==> config.mk <==
export PLATFORM = sky130hd
export DESIGN_NAME = risc_v_mike_gpio_ctrl
export DESIGN_NICKNAME = d
export VERILOG_FILES = /design/src/rtl/risc_v_mike_pkg.sv /design/src/rtl/risc_v_mike_sync_chain.sv /design/src/rtl/risc_v_mike_gpio_ctrl.sv
export SDC_FILE = /design/constraint.sdc
export NUM_CORES = 1
export LEC_CHECK = 0
export ABC_AREA = 1
export BUFFER_PORTS_ARGS = -buffer_cell sky130_fd_sc_hd__clkbuf_2
export CAP_MARGIN = 10
export CORE_ASPECT_RATIO = 1.5
export CORE_MARGIN = 4
export CORE_UTILIZATION = 53
export CTS_BUF_LIST = sky130_fd_sc_hd__clkbuf_4 sky130_fd_sc_hd__clkbuf_8
export DETAILED_ROUTE_END_ITERATION = 6
export PLACE_DENSITY = 0.79
export SETUP_SLACK_MARGIN = 0.4
export SYNTH_ARGS = -nofsm -noshare
export SYNTH_HDL_FRONTEND = slang
export SYNTH_HIERARCHICAL = 1
export SYNTH_SLANG_ARGS = --single-unit
==> constraint.sdc <==
create_clock -name clk -period 2.1 [get_ports clk]
set_clock_uncertainty 0.2 [all_clocks]
set_input_delay 0.42 -clock clk [delete_from_list [all_inputs] [get_ports clk]]
set_output_delay 0.42 -clock clk [all_outputs]
set_load 0.05 [all_outputs]
==> src/rtl/risc_v_mike_pkg.sv <==
// Shared definitions for the risc_v_mike GPIO controller: register offsets,
// register selector enum and small address-decode helpers.
package risc_v_mike_pkg;

  localparam logic [5:0] OFF_DATA_IN    = 6'h00;
  localparam logic [5:0] OFF_DATA_OUT   = 6'h04;
  localparam logic [5:0] OFF_DIR        = 6'h08;
  localparam logic [5:0] OFF_IRQ_EN     = 6'h0C;
  localparam logic [5:0] OFF_IRQ_EDGE   = 6'h10;
  localparam logic [5:0] OFF_IRQ_STATUS = 6'h14;
  localparam logic [5:0] OFF_OUT_SET    = 6'h18;
  localparam logic [5:0] OFF_OUT_CLR    = 6'h1C;

  typedef enum logic [2:0] {
    REG_DATA_IN    = 3'd0,
    REG_DATA_OUT   = 3'd1,
    REG_DIR        = 3'd2,
    REG_IRQ_EN     = 3'd3,
    REG_IRQ_EDGE   = 3'd4,
    REG_IRQ_STATUS = 3'd5,
    REG_OUT_SET    = 3'd6,
    REG_OUT_CLR    = 3'd7
  } t_gpio_reg;

  // Word-aligned and inside the eight-register map.
  function automatic logic offset_mapped(input logic [5:0] off);
    return (off[1:0] == 2'b00) && (off <= OFF_OUT_CLR);
  endfunction

  function automatic t_gpio_reg offset_to_reg(input logic [5:0] off);
    return t_gpio_reg'(off[4:2]);
  endfunction

endpackage

==> src/rtl/risc_v_mike_sync_chain.sv <==
// Multi-stage flop synchroniser for asynchronous pad inputs; output is the
// last stage, DEPTH cycles behind the pad.
module risc_v_mike_sync_chain #(
  parameter int unsigned W     = 8,
  parameter int unsigned DEPTH = 2
) (
  input  logic         clk,
  input  logic         rst,
  input  logic [W-1:0] d_i,
  output logic [W-1:0] q_o
);

  logic [W-1:0] stage_q [DEPTH];

  // Shift pad samples through the chain; cleared while rst is low.
  always_ff @(posedge clk) begin
    if (!rst) begin
      for (int i = 0; i < int'(DEPTH); i++) begin
        stage_q[i] <= '0;
      end
    end else begin
      stage_q[0] <= d_i;
      for (int i = 1; i < int'(DEPTH); i++) begin
        stage_q[i] <= stage_q[i-1];
      end
    end
  end

  assign q_o = stage_q[DEPTH-1];

endmodule

==> src/rtl/risc_v_mike_gpio_ctrl.sv <==
// Memory-mapped GPIO controller: data/direction registers, set/clear aliases,
// synchronised inputs with per-pin edge interrupts and a single-cycle bus.
module risc_v_mike_gpio_ctrl
  import risc_v_mike_pkg::*;
#(
  parameter int unsigned GPIO_W      = 8,
  parameter logic [31:0] BASE_ADDR   = 32'hFFFF0000,
  parameter int unsigned SYNC_STAGES = 2
) (
  input  logic              clk,
  input  logic              rst,
  input  logic              mmio_req,
  input  logic              mmio_we,
  input  logic [31:0]       mmio_addr,
  input  logic [31:0]       mmio_wdata,
  output logic [31:0]       mmio_rdata,
  output logic              mmio_ack,
  output logic              mmio_err,
  input  logic [GPIO_W-1:0] gpio_port_in,
  output logic [GPIO_W-1:0] gpio_port_out,
  output logic [GPIO_W-1:0] gpio_oe,
  output logic              gpio_irq
);

  // Edge detection stays off until the chain and its delayed copy hold real pad data.
  localparam logic [2:0] WARM_DONE = 3'(SYNC_STAGES + 1);

  logic [GPIO_W-1:0] data_out_q, data_out_d;
  logic [GPIO_W-1:0] dir_q, dir_d;
  logic [GPIO_W-1:0] irq_en_q, irq_en_d;
  logic [GPIO_W-1:0] irq_edge_q, irq_edge_d;
  logic [GPIO_W-1:0] irq_status_q, irq_status_d;
  logic [GPIO_W-1:0] prev_q;
  logic [2:0]        warm_q, warm_d;
  logic [31:0]       rdata_q, rdata_d;
  logic              ack_q, ack_d;
  logic              err_q, err_d;
  logic              irq_q, irq_d;

  logic [GPIO_W-1:0] sync_s, wdata_s, rd_val_s, w1c_s, edge_hit_s;
  logic              in_win_s, acc_s, mapped_s, edge_en_s;
  t_gpio_reg         reg_s;
  logic              unused_wdata_s;

  risc_v_mike_sync_chain #(
    .W     (GPIO_W),
    .DEPTH (SYNC_STAGES)
  ) u_sync (
    .clk (clk),
    .rst (rst),
    .d_i (gpio_port_in),
    .q_o (sync_s)
  );

  assign in_win_s       = (mmio_addr[31:6] == BASE_ADDR[31:6]);
  assign acc_s          = mmio_req & in_win_s;
  assign mapped_s       = offset_mapped(mmio_addr[5:0]);
  assign reg_s          = offset_to_reg(mmio_addr[5:0]);
  assign wdata_s        = mmio_wdata[GPIO_W-1:0];
  assign unused_wdata_s = ^mmio_wdata;
  assign edge_en_s      = (warm_q == WARM_DONE);

  // Selected edge per pin: rising when IRQ_EDGE=0, falling when IRQ_EDGE=1.
  always_comb begin
    edge_hit_s = '0;
    warm_d     = warm_q;
    if (edge_en_s) begin
      edge_hit_s = (~irq_edge_q & sync_s & ~prev_q) | (irq_edge_q & ~sync_s & prev_q);
    end else begin
      warm_d = warm_q + 3'd1;
    end
  end

  // Bus decode and register next-state; edge set is OR-ed after W1C so set wins.
  always_comb begin
    data_out_d = data_out_q;
    dir_d      = dir_q;
    irq_en_d   = irq_en_q;
    irq_edge_d = irq_edge_q;
    w1c_s      = '0;
    rd_val_s   = '0;
    rdata_d    = 32'h0000_0000;
    ack_d      = acc_s;
    err_d      = 1'b0;
    if (acc_s && !mapped_s) begin
      err_d = 1'b1;
    end else if (acc_s && mmio_we) begin
      case (reg_s)
        REG_DATA_OUT:   data_out_d = wdata_s;
        REG_DIR:        dir_d      = wdata_s;
        REG_IRQ_EN:     irq_en_d   = wdata_s;
        REG_IRQ_EDGE:   irq_edge_d = wdata_s;
        REG_IRQ_STATUS: w1c_s      = wdata_s;
        REG_OUT_SET:    data_out_d = data_out_q | wdata_s;
        REG_OUT_CLR:    data_out_d = data_out_q & ~wdata_s;
        default:        data_out_d = data_out_q;
      endcase
    end else if (acc_s) begin
      case (reg_s)
        REG_DATA_IN:    rd_val_s = sync_s;
        REG_DATA_OUT:   rd_val_s = data_out_q;
        REG_DIR:        rd_val_s = dir_q;
        REG_IRQ_EN:     rd_val_s = irq_en_q;
        REG_IRQ_EDGE:   rd_val_s = irq_edge_q;
        REG_IRQ_STATUS: rd_val_s = irq_status_q;
        default:        rd_val_s = '0;
      endcase
      rdata_d[GPIO_W-1:0] = rd_val_s;
    end else begin
      ack_d = 1'b0;
    end
    irq_status_d = (irq_status_q & ~w1c_s) | edge_hit_s;
    irq_d        = |(irq_status_q & irq_en_q);
  end

  // State and registered outputs; synchronous active-low reset.
  always_ff @(posedge clk) begin
    if (!rst) begin
      data_out_q   <= '0;
      dir_q        <= '0;
      irq_en_q     <= '0;
      irq_edge_q   <= '0;
      irq_status_q <= '0;
      prev_q       <= '0;
      warm_q       <= 3'd0;
      rdata_q      <= 32'h0000_0000;
      ack_q        <= 1'b0;
      err_q        <= 1'b0;
      irq_q        <= 1'b0;
    end else begin
      data_out_q   <= data_out_d;
      dir_q        <= dir_d;
      irq_en_q     <= irq_en_d;
      irq_edge_q   <= irq_edge_d;
      irq_status_q <= irq_status_d;
      prev_q       <= sync_s;
      warm_q       <= warm_d;
      rdata_q      <= rdata_d;
      ack_q        <= ack_d;
      err_q        <= err_d;
      irq_q        <= irq_d;
    end
  end

  assign mmio_rdata    = rdata_q;
  assign mmio_ack      = ack_q;
  assign mmio_err      = err_q;
  assign gpio_port_out = data_out_q;
  assign gpio_oe       = dir_q;
  assign gpio_irq      = irq_q;

endmodule

==> results of run 1 <==
sequential cells by signal, indices dropped and copies added, names as in the netlist:
name,cells
prev_q,8
u_sync/stage_q,16
mmio_rdata,8
gpio_port_out,8
gpio_oe,8
irq_en_q,8
irq_edge_q,8
warm_q,3
mmio_err,1
mmio_ack,1
gpio_irq,1
irq_status_q,8
metal layers:
metal	vias to the layer above	global-route usage
met5	-	0
met4	0	0.0980
met1	1546	0.245
met3	13	0.0585
met2	140	0.362
li1	1832	-
repair_timing:
item | in CTS | in global routing
setup endpoints to repair | 0 | 10
endpoints found under the hold margin | 0 | 0
resized for setup | 0 | 2
hold buffers | 0 | 0
buffers inserted | 0 | 0
cell families (layout without fill, tap and decap cells):
kind of cell	count (synthesis)	count (layout)	synth area share
AND/OR/NAND/NOR	266	266	0.309
flip-flops	78	78	0.396
other	1	24	0.000952
adder cells (fa/ha/maj)	2	2	0.00635
buffers and inverters	150	205	0.189
AO/OA/AOI/OAI	64	64	0.0956
XOR/XNOR	1	1	0.00222
synth_stat cells, drive strengths merged, types with 3 or more instances:
master	number
nand3b	4
nor2	98
o21ai	19
a21oi	10
dfxtp	78
nand4	16
nor3	9
inv	100
nand3	12
buf	47
o22ai	26
nand2	125
o211ai	8
clkbuf	3
power by group:
part           total, uW  switching [uW]  internal [uW]
logic                364             258            106
registers           1550            24.0           1520
clock network       1070             557            509
placed cells by master (no fill, tap or decap), types with 11 or more instances in the layout:
master    Yosys  layout
conb_1        1      24
nor2_1       93      93
dfxtp_1      78      78
clkbuf_2      0      78
nand4_1      16      16
clkbuf_8      0      11
nand2_2      12      12
nand2_1     113     113
o22ai_1      26      26
inv_1        98      98
o21ai_0      19      19
cell type report:
type                       count  area (um2)
clock inverter                 4        31.3
tap                          100         125
fill                         697        2760
multi-input combinational    357        1730
clock buffer                  12         159
inverter                     100         375
timing repair buffer          89         485
sequential                    78        1560
worst min-delay path by stage:
stage	startpoint	depth (start not counted)	endpoint
after floorplan	u_sync/stage_q[0][6]$_SDFF_PN0_	2	u_sync/stage_q[0][14]$_SDFF_PN0_
after global placement	u_sync/stage_q[0][6]$_SDFF_PN0_	2	u_sync/stage_q[0][14]$_SDFF_PN0_
after detailed placement	u_sync/stage_q[0][5]$_SDFF_PN0_	2	u_sync/stage_q[0][13]$_SDFF_PN0_
after CTS	gpio_port_in[0]	3	u_sync/stage_q[0][0]$_SDFF_PN0_
after global routing	gpio_port_in[0]	3	u_sync/stage_q[0][0]$_SDFF_PN0_
final	gpio_port_in[0]	3	u_sync/stage_q[0][0]$_SDFF_PN0_
per-stage QoR:
step / cell area, um2 / setup slack [ns]
2_1_floorplan: 4030 / 0.418
3_3_place_gp: 4270 / 0.211
3_5_place_dp: 4270 / 0.166
4_1_cts: 4460 / 0.422
5_1_grt: 4460 / 0.436
6_report: 4460 / 0.499
tightest hold or removal path, cell delays in order:
cell      delay [ns]
clkbuf_2        0.07
nand2_1         0.04
inv_1           0.04
==> flow_metrics.env, run 1 <==
export IMPL_clock_insertion_delay_worst_skew_ns=0.36
export IMPL_grt_remaining_overflow=0
export IMPL_drtAntennaViolNets=0
export IMPL_critical_path_startpoint="gpio_oe[0]$_SDFFE_PN0P_"
export IMPL_clock_tree_buffer_depth=2
export IMPL_path_depth=1
export IMPL_largest_net_degree_at_the_start_of_global_routing=59
export IMPL_timing_critical_path_max_delay_family="flip-flops"
export IMPL_synth_ff_latch_count=78
export IMPL_regToRegStartpoint="warm_q[0]$_SDFFE_PN0N_"
export IMPL_cts_root_buffer="clkbuf_8"
export IMPL_grt_first_pass_wirelength_um=14900
export IMPL_drt_drc_violations_left=0
export IMPL_totalNegativeSetupSlack_ns=0
export IMPL_top_level_ports=127
export IMPL_drtIter0Drc=302
export IMPL_final_max_slew_viol_count=0
export IMPL_static_leakage_power_uw=0.00243
export IMPL_timing_hold_violations_final=0
export IMPL_crit_reg2reg_capture="warm_q[2]$_SDFFE_PN0N_"
export IMPL_cts_reportedPaths_clkPinSlew_ns=0.08
export IMPL_hold_path_class="input port to register"
export IMPL_critical_path_max_fanout=2
export IMPL_count_of_final_setup_violators=0
export IMPL_max_vdd_ir_drop_v=0.000488
export IMPL_initial_core_util=0.545
export IMPL_final_period_utilization=0.762
export IMPL_first_pass_drt_iterations=5
export IMPL_critical_path_s_largest_stage_delay_ns=0.34
export IMPL_synthCells=562
export IMPL_routed_wl_met2_um=4470
export IMPL_cts_htree_levels=3
export IMPL_yosysSeqAreaShare=0.396
export IMPL_maxUsedRoutingLayer="met4"
export IMPL_core_rowCount=38
export IMPL_route_vias_total=3531
export IMPL_vias_per_cell=4.77
export IMPL_fmax_mhz=625
export IMPL_area_of_the_die_um2=8900
export IMPL_required_ns=1.48
export IMPL_synthDominantCellAreaShare=0.396
export IMPL_post_route_min_period_ns=1.60
export IMPL_num_antenna_cells=0
export IMPL_grt_total_usage=0.212
export IMPL_rsz0062_at_grt="false"
export IMPL_rr_worst_depth=5
export IMPL_number_of_global_route_vias_before_repair=3327
export IMPL_routed_wire_length_per_instance_um=12.1
export IMPL_crit_path_start_kind="register"
export IMPL_drt_met1_wl_um=3600
export IMPL_route_met3_wl_um=697
export IMPL_initial_antenna_violation_count=0
export IMPL_coreArea_um2=7230
export IMPL_gp_congestion=0.920
export IMPL_cts_tree="done"
export IMPL_finish_utilization=0.618
export IMPL_drt_wl_total_um=8950
export IMPL_worstPathCellList="clkbuf_2"
export IMPL_synth_top_flop_cell="dfxtp_1"
export IMPL_netlist_area_um2=3940
export IMPL_final_nets=713
export IMPL_crit_type="register to output port"
export IMPL_die_height_um=114
export IMPL_regToRegSetupSlack_ns=0.58
export IMPL_worst_setup_path_endpoint="gpio_oe[0]"
export IMPL_critical_path_slowest_cell="dfxtp_1"
export IMPL_hold_worst_slack_ns=0.0431
export IMPL_critical_path_buf_inv_count=1
export IMPL_avgSynthCellArea_um2=7.01
export IMPL_total_power_uw=2980
export IMPL_timing_critical_path_arrival_ns=0.98
export IMPL_synth_edff_count=0
export IMPL_ys_async_sr_fraction=0
export IMPL_cts_made_buffers=9
export IMPL_yosys_area_top_type="dfxtp_1"
export IMPL_critical_path_endpoint_type="output port"
export IMPL_finalNonFillerCells=740
export IMPL_status="finished clean"
export IMPL_flow_area_growth_from_synthesis_pct=13.3
export IMPL_place_port_buffers=78
export IMPL_dp_cells=724
export IMPL_post_synth_num_cell_types=30
export IMPL_fraction_of_layout_instances_using_a_drive_strength_above_1=0.208
export IMPL_power_density_nw_per_um2=667
export IMPL_clock_sinks=78
export IMPL_synth_top_cells_by_area="dfxtp_1 (40%), nand2_1 (11%), inv_1 (9.3%), nor2_1 (8.9%), buf_4 (6.5%)"
export IMPL_maxCapViolCount=0
export IMPL_chipWidth_um=78.4
export IMPL_total_of_warnings_raised_by_yosys=6
export IMPL_dp_hpwl_um=6700
Power figures use the tool's default switching activity.
==> run 2, diff against run 1 <==
==> constraint.sdc (replaced) <==
create_clock -name clk -period 1.55 [get_ports clk]
set_clock_uncertainty 0.2 [all_clocks]
set_input_delay 0.31 -clock clk [delete_from_list [all_inputs] [get_ports clk]]
set_output_delay 0.31 -clock clk [all_outputs]
set_load 0.05 [all_outputs]
==> run 2 against run 1 <==
Non-clock buffer count up 49. Wire length up 42%. First-iteration DRC count up 93%. Sequential share of layout area down 7.1 points. Largest power group unchanged. Final area up 29%. Clock power up 31%. Critical endpoint is now gpio_port_out[3]$_SDFFE_PN0P_. Register-to-register slack worse by 0.40 ns.
==> flow_metrics.env, run 2 (synthesized netlist as in run 1, its figures left out) <==
export IMPL_cts_made_buffers=9
export IMPL_initial_antenna_violation_count=0
export IMPL_gp_congestion=0.942
export IMPL_layout_commonest_cell="nand2_1"
export IMPL_cts_root_buffer="clkbuf_8"
export IMPL_chipWidth_um=78.4
export IMPL_largest_reg_flops=16
export IMPL_timing_critical_path_max_delay_family="simple AND/OR/NAND/NOR gates"
export IMPL_crit_type="input port to register"
export IMPL_clock_insertion_delay_worst_skew_ns=0.37
export IMPL_critical_path_endpoint_type="register"
export IMPL_layout_cells_most_common_list="nand2_1 (96), inv_1 (94), nor2_1 (79), dfxtp_1 (48), clkbuf_2 (47)"
export IMPL_static_leakage_power_uw=0.00294
export IMPL_status="finished clean"
export IMPL_fraction_of_layout_instances_using_a_drive_strength_above_1=0.377
export IMPL_cts_reportedPaths_clkPinSlew_ns=0.09
export IMPL_max_vdd_ir_drop_v=0.000529
export IMPL_drtAntennaViolNets=0
export IMPL_die_height_um=114
export IMPL_count_of_final_setup_violators=0
export IMPL_dp_hpwl_um=6990
export IMPL_hold_worst_slack_ns=0.0689
export IMPL_clock_tree_buffer_depth=2
export IMPL_drt_drc_violations_left=0
export IMPL_post_route_min_period_ns=1.51
export IMPL_critical_path_s_largest_stage_delay_ns=0.19
export IMPL_final_nets=766
export IMPL_first_pass_drt_iterations=5
export IMPL_dpl_worst_slack_ns=-0.229
export IMPL_required_ns=1.65
export IMPL_critical_path_most_common_cell="nand2_1"
export IMPL_place_port_buffers=78
export IMPL_rsz0062_at_grt="true"
export IMPL_timing_hold_violations_final=0
export IMPL_fmax_mhz=661
export IMPL_num_antenna_cells=0
export IMPL_flow_area_growth_from_synthesis_pct=45.8
export IMPL_crit_path_start_kind="input port"
export IMPL_grt_total_usage=0.264
export IMPL_largest_register="u_sync/stage_q"
export IMPL_area_of_the_die_um2=8900
export IMPL_hold_path_class="input port to register"
export IMPL_route_vias_total=4213
export IMPL_postLayoutSetupSlackWorst_ns=0.0380
export IMPL_number_of_global_route_vias_before_repair=3949
export IMPL_cts_tree="done"
export IMPL_grt_remaining_overflow=0
export IMPL_final_max_slew_viol_count=0
export IMPL_drtIter0Drc=582
export IMPL_critical_path_slowest_cell="nor2_8"
export IMPL_drt_wl_total_um=12700
export IMPL_timing_critical_path_arrival_ns=1.61
export IMPL_critical_path_max_fanout=6
export IMPL_power_density_nw_per_um2=733
export IMPL_vias_per_cell=5.31
export IMPL_clock_sinks=78
export IMPL_worstPathCellList="clkbuf_8, nor2_4, nand2_1, nor2_2, nand2_2, nor2_8, buf_12, buf_8, nand4_1, nand2_1, inv_1, nor2_1"
export IMPL_routed_wire_length_per_instance_um=16.0
export IMPL_largest_net_degree_at_the_start_of_global_routing=59
export IMPL_core_rowCount=38
export IMPL_cts_htree_levels=3
export IMPL_maxCapViolCount=0
export IMPL_critical_path_buf_inv_count=4
export IMPL_initial_core_util=0.545
export IMPL_grt_first_pass_wirelength_um=18400
export IMPL_top_level_ports=127
export IMPL_final_period_utilization=0.975
export IMPL_coreArea_um2=7230
[run 2: cell types whose count changed in the layout (fill, tap and decap cells not counted), sizes merged]
| cell | delta |
|---|---|
| buf | +62 |
| clkbuf | -21 |
| clkinv | +2 |
| clkinvlp | -2 |
| dlygate4sd3 | +8 |
| nand3b | +3 |
| nor2 | +1 |
[run 2: final timing paths]
check / end / slack [ns] / cells after the start / startpoint
worst max register to register: mmio_rdata[3]$_SDFF_PP0_ / 0.18 / 6 / gpio_oe[3]$_SDFFE_PN0P_
worst min register to register: u_sync/stage_q[0][9]$_SDFF_PN0_ / 0.21 / 2 / u_sync/stage_q[0][1]$_SDFF_PN0_
worst min-delay path: gpio_oe[6]$_SDFFE_PN0P_ / 0.07 / 3 / mmio_wdata[6]
worst max-delay path: gpio_port_out[3]$_SDFFE_PN0P_ / 0.04 / 12 / mmio_addr[15]
[run 2: what timing repair did]
action | CTS | global route
hold buffers | 8 | 0
resized for setup | 119 | 71
pin swaps | 13 | 30
setup buffers | 15 | 8
endpoints found under the hold margin | 8 | 0
endpoints found under the setup margin | 79 | 79
cloned | 6 | 0
[run 2: per-layer routing]
layer | GRT usage | wire length (um) | vias to the layer above | part of all wire
met5 | 0 | 0 | - | 0
met3 | 0.0608 | 1090 | 84 | 0.086
li1 | - | - | 1951 | -
met4 | 0.163 | 852 | 0 | 0.067
met1 | 0.281 | 4270 | 1908 | 0.34
met2 | 0.467 | 6480 | 270 | 0.51
[run 2: worst min-delay path, cell delays in order]
cell	delay, ns
clkbuf_2	0.14
nor2_2	0.11
nor2_1	0.05
[run 2: area by class of cell]
cell class                 count  area [um2]
multi-input combinational    361        2050
sequential                    78        1600
fill                         472        1480
timing repair buffer         138        1420
inverter                     100         378
clock buffer                  12         153
tap                          100         125
clock inverter                 4        22.5
[run 2: report_power, final]
part,internal (uW),leakage [uW],switching (uW)
clock,653,0.0000930,744
sequential,2060,0.000648,39.8
combinational,267,0.00220,440
total,2980,0.00294,1220
[run 2: per-stage QoR]
step / total power [uW] / setup TNS, ns / area (um2) / cells / util
after floorplan: 2590 / 0 / 4120 / 585 / -
after global placement: 2690 / -8.35 / 4470 / 740 / 0.619
after detailed placement: 2710 / -9.47 / 4470 / 740 / 0.619
final: 4210 / 0 / 5740 / 793 / 0.795
after global routing: 4360 / -0.106 / 5740 / 793 / 0.795
after CTS: 4170 / 0 / 5460 / 785 / 0.755
==> run 3, diff against run 2 <==
--- a/config.mk
+++ b/config.mk
@@ -10,12 +10,11 @@
 export CAP_MARGIN = 10
 export CORE_ASPECT_RATIO = 1.5
 export CORE_MARGIN = 4
-export CORE_UTILIZATION = 53
-export CTS_BUF_LIST = sky130_fd_sc_hd__clkbuf_4 sky130_fd_sc_hd__clkbuf_8
+export CORE_UTILIZATION = 47
+export CTS_BUF_LIST = sky130_fd_sc_hd__clkbuf_4
 export DETAILED_ROUTE_END_ITERATION = 6
-export PLACE_DENSITY = 0.79
+export PLACE_DENSITY = 0.74
 export SETUP_SLACK_MARGIN = 0.4
 export SYNTH_ARGS = -nofsm -noshare
 export SYNTH_HDL_FRONTEND = slang
-export SYNTH_HIERARCHICAL = 1
 export SYNTH_SLANG_ARGS = --single-unit
==> constraint.sdc (replaced) <==
create_clock -name clk -period 1.35 [get_ports clk]
set_clock_uncertainty 0.2 [all_clocks]
set_input_delay 0.27 -clock clk [delete_from_list [all_inputs] [get_ports clk]]
set_output_delay 0.27 -clock clk [all_outputs]
set_load 0.05 [all_outputs]
==> run 3 against run 2 <==
The flow now finishes with violations (DRC, hold timing, setup timing). Sequential share of layout area rose by 0.066 points. Area after synthesis decreased by 2.9%. Hold slack got worse by 0.14 ns. Critical path depth down 11. Final area grew 0.54%. Clock power hardly changed. Die area grew 8.7%. Critical path type is now register to output port. Largest cell class unchanged. Highest routed layer unchanged.
==> flow_metrics.env, run 3 <==
export IMPL_final_nets=763
export IMPL_cts_root_buffer="clkbuf_4"
export IMPL_largest_net_degree_at_the_start_of_global_routing=60
export IMPL_crit_path_start_kind="register"
export IMPL_finish_utilization=0.726
export IMPL_critical_path_buf_inv_count=1
export IMPL_total_power_uw=4560
export IMPL_final_seq_area_um2=1610
export IMPL_count_of_final_setup_violators=29
export IMPL_area_of_the_die_um2=9680
export IMPL_worstPathCellList="clkbuf_16"
export IMPL_route_vias_total=3953
export IMPL_drtAntennaViolNets=0
export IMPL_post_synth_top_count_cell="nand2_1"
export IMPL_failing_checks="DRC, hold timing, setup timing"
export IMPL_layout_cells_most_common_list="nand2_1 (95), inv_1 (75), nor2_1 (64), clkbuf_2 (47), dfxtp_2 (39)"
export IMPL_synth_simple_area_share=0.319
export IMPL_synth_top_family_by_area="simple AND/OR/NAND/NOR gates"
export IMPL_cts_made_buffers=9
export IMPL_maxCapViolCount=0
export IMPL_fmax_mhz=674
export IMPL_synth_fa_ha_area_frac=0.00654
export IMPL_yosys_top_cells_count="nand2_1 (125), nor2_1 (92), inv_1 (91)"
export IMPL_post_synth_num_cell_types=29
export IMPL_timing_critical_path_arrival_ns=1.01
export IMPL_drt_drc_violations_left=1
export IMPL_hold_path_class="input port to register"
export IMPL_critical_path_s_largest_stage_delay_ns=0.39
export IMPL_clock_insertion_delay_worst_skew_ns=0.46
export IMPL_drt_wl_total_um=11200
export IMPL_flow_area_growth_from_synthesis_pct=50.9
export IMPL_static_leakage_power_uw=0.00286
export IMPL_yosysSeqAreaShare=0.408
export IMPL_rsz0062_at_grt="true"
export IMPL_clock_tree_buffer_depth=2
export IMPL_critical_path_slowest_cell="dfxtp_4"
export IMPL_synthMuxAreaShare=0
export IMPL_initial_core_util=0.481
export IMPL_crit_type="register to output port"
export IMPL_synth_top_flop_cell="dfxtp_1"
export IMPL_hold_worst_slack_ns=-0.0716
export IMPL_vias_per_cell=4.97
export IMPL_routed_wire_length_per_instance_um=14.1
export IMPL_synthCells=555
export IMPL_max_vdd_ir_drop_v=0.000669
export IMPL_layout_commonest_cell="nand2_1"
export IMPL_post_route_min_period_ns=1.48
export IMPL_first_pass_drt_iterations=7
export IMPL_top_level_ports=127
export IMPL_netlist_area_um2=3830
export IMPL_power_density_nw_per_um2=790
export IMPL_dp_hpwl_um=7300
export IMPL_cts_htree_levels=3
export IMPL_largest_register="u_sync.stage_q"
export IMPL_fraction_of_layout_instances_using_a_drive_strength_above_1=0.438
export IMPL_multi_input_area_um2=2150
export IMPL_cts_tree="done"
export IMPL_initial_antenna_violation_count=1
export IMPL_clock_sinks=78
export IMPL_synth_compound_area_share=0.0984
export IMPL_synthDominantCellAreaShare=0.408
export IMPL_coreArea_um2=7960
export IMPL_synth_edff_count=0
export IMPL_critical_path_max_fanout=2
export IMPL_place_port_buffers=78
export IMPL_yosys_area_top_type="dfxtp_1"
export IMPL_critical_path_endpoint_type="output port"
export IMPL_grt_total_usage=0.238
export IMPL_grt_first_pass_wirelength_um=17800
export IMPL_cts_reportedPaths_clkPinSlew_ns=0.13
export IMPL_postLayoutSetupSlackWorst_ns=-0.133
export IMPL_final_period_utilization=1.10
export IMPL_synth_top_cells_by_area="dfxtp_1 (41%), nand2_1 (12%), nor2_1 (9.0%), inv_1 (8.9%), buf_4 (5.1%)"
export IMPL_number_of_fill_cells_in_the_layout=589
export IMPL_core_rowCount=40
export IMPL_grt_remaining_overflow=0
export IMPL_largest_reg_flops=16
export IMPL_timing_hold_violations_final=13
export IMPL_required_ns=0.88
export IMPL_avgSynthCellArea_um2=6.89
export IMPL_drtIter0Drc=225
export IMPL_gp_congestion=0.938
export IMPL_timing_critical_path_max_delay_family="flip-flops"
export IMPL_ys_async_sr_fraction=0
export IMPL_hold_buffers=8
export IMPL_final_max_slew_viol_count=0
export IMPL_synth_ff_latch_count=78
export IMPL_chipWidth_um=81.7
export IMPL_number_of_global_route_vias_before_repair=3855
export IMPL_status="complete, but fails checks"
export IMPL_total_of_warnings_raised_by_yosys=0
export IMPL_die_height_um=119
export IMPL_yosys_area_share_xor_xnor=0
-- run 3: changes by cell type after synthesis, sizes merged, moves of 3 or more --
cell / previous run / this run
nand2: 125 / 130
o21ai: 19 / 28
o22ai: 26 / 17
buf: 47 / 36
inv: 100 / 94
clkbuf: 3 / 6
nand3: 12 / 16
-- run 3: worst paths after layout --
check	end	depth (start not counted)	slack (ns)	startpoint
hold reg to reg	u_sync.stage_q[0][14]$_SDFF_PN0_	2	0.22	u_sync.stage_q[0][6]$_SDFF_PN0_
setup reg to reg	irq_status_q[0]$_SDFF_PN0_	7	-0.02	warm_q[1]$_SDFFE_PN0N_
hold / removal	irq_en_q[5]$_SDFFE_PN0P_	3	-0.07	mmio_wdata[5]
setup / recovery	gpio_oe[0]	1	-0.13	gpio_oe[0]$_SDFFE_PN0P_
-- run 3: what timing repair did --
action | in CTS | in global routing
setup endpoints to repair | 79 | 81
pin swaps | 40 | 36
endpoints found under the hold margin | 32 | 15
buffers inserted | 10 | 4
gates cloned | 7 | 0
gates resized for setup | 135 | 93
-- run 3: kinds of logic after synthesis --
logic type / Yosys count
other: 1
buffers and inverters: 136
adder cells (fa/ha/maj): 2
AO/OA/AOI/OAI: 66
flip-flops: 78
AND/OR/NAND/NOR: 272
-- run 3: stage by stage --
stage               cells  worst slack [ns]  hold slack, ns  instance area [um2]  setup TNS (ns)
finish                795            -0.133         -0.0716                 5770           -2.40
floorplan             578            -0.161           0.168                 4110           -5.65
detailed placement    750            -0.395           0.195                 4550          -16.97
global placement      750            -0.357           0.192                 4550          -15.24
CTS                   790            -0.134         -0.0944                 5520           -2.96
global route          795            -0.176         -0.0854                 5770           -3.72
-- run 3: per-layer routing --
layer | routed length, um | global-route usage | vias to the layer above
li1 | - | - | 1955
met1 | 4110 | 0.248 | 1817
met2 | 5970 | 0.415 | 139
met3 | 567 | 0.0518 | 42
met4 | 578 | 0.151 | 0
met5 | 0 | 0 | -
-- run 3: final cells by class --
| class | count | share of cell area |
|---|---|---|
| Multi-Input combinational cell | 368 | 0.373 |
| Sequential cell | 78 | 0.280 |
| Timing Repair Buffer | 134 | 0.238 |
| Inverter | 94 | 0.0637 |
| Tap cell | 105 | 0.0228 |
| Clock buffer | 9 | 0.0117 |
| Clock inverter | 6 | 0.0108 |
| Antenna cell | 1 | 0.000433 |
-- run 3: power by group --
part           internal [uW]  switching (uW)
clock network            551             858
registers               2360            38.8
logic                    288             471
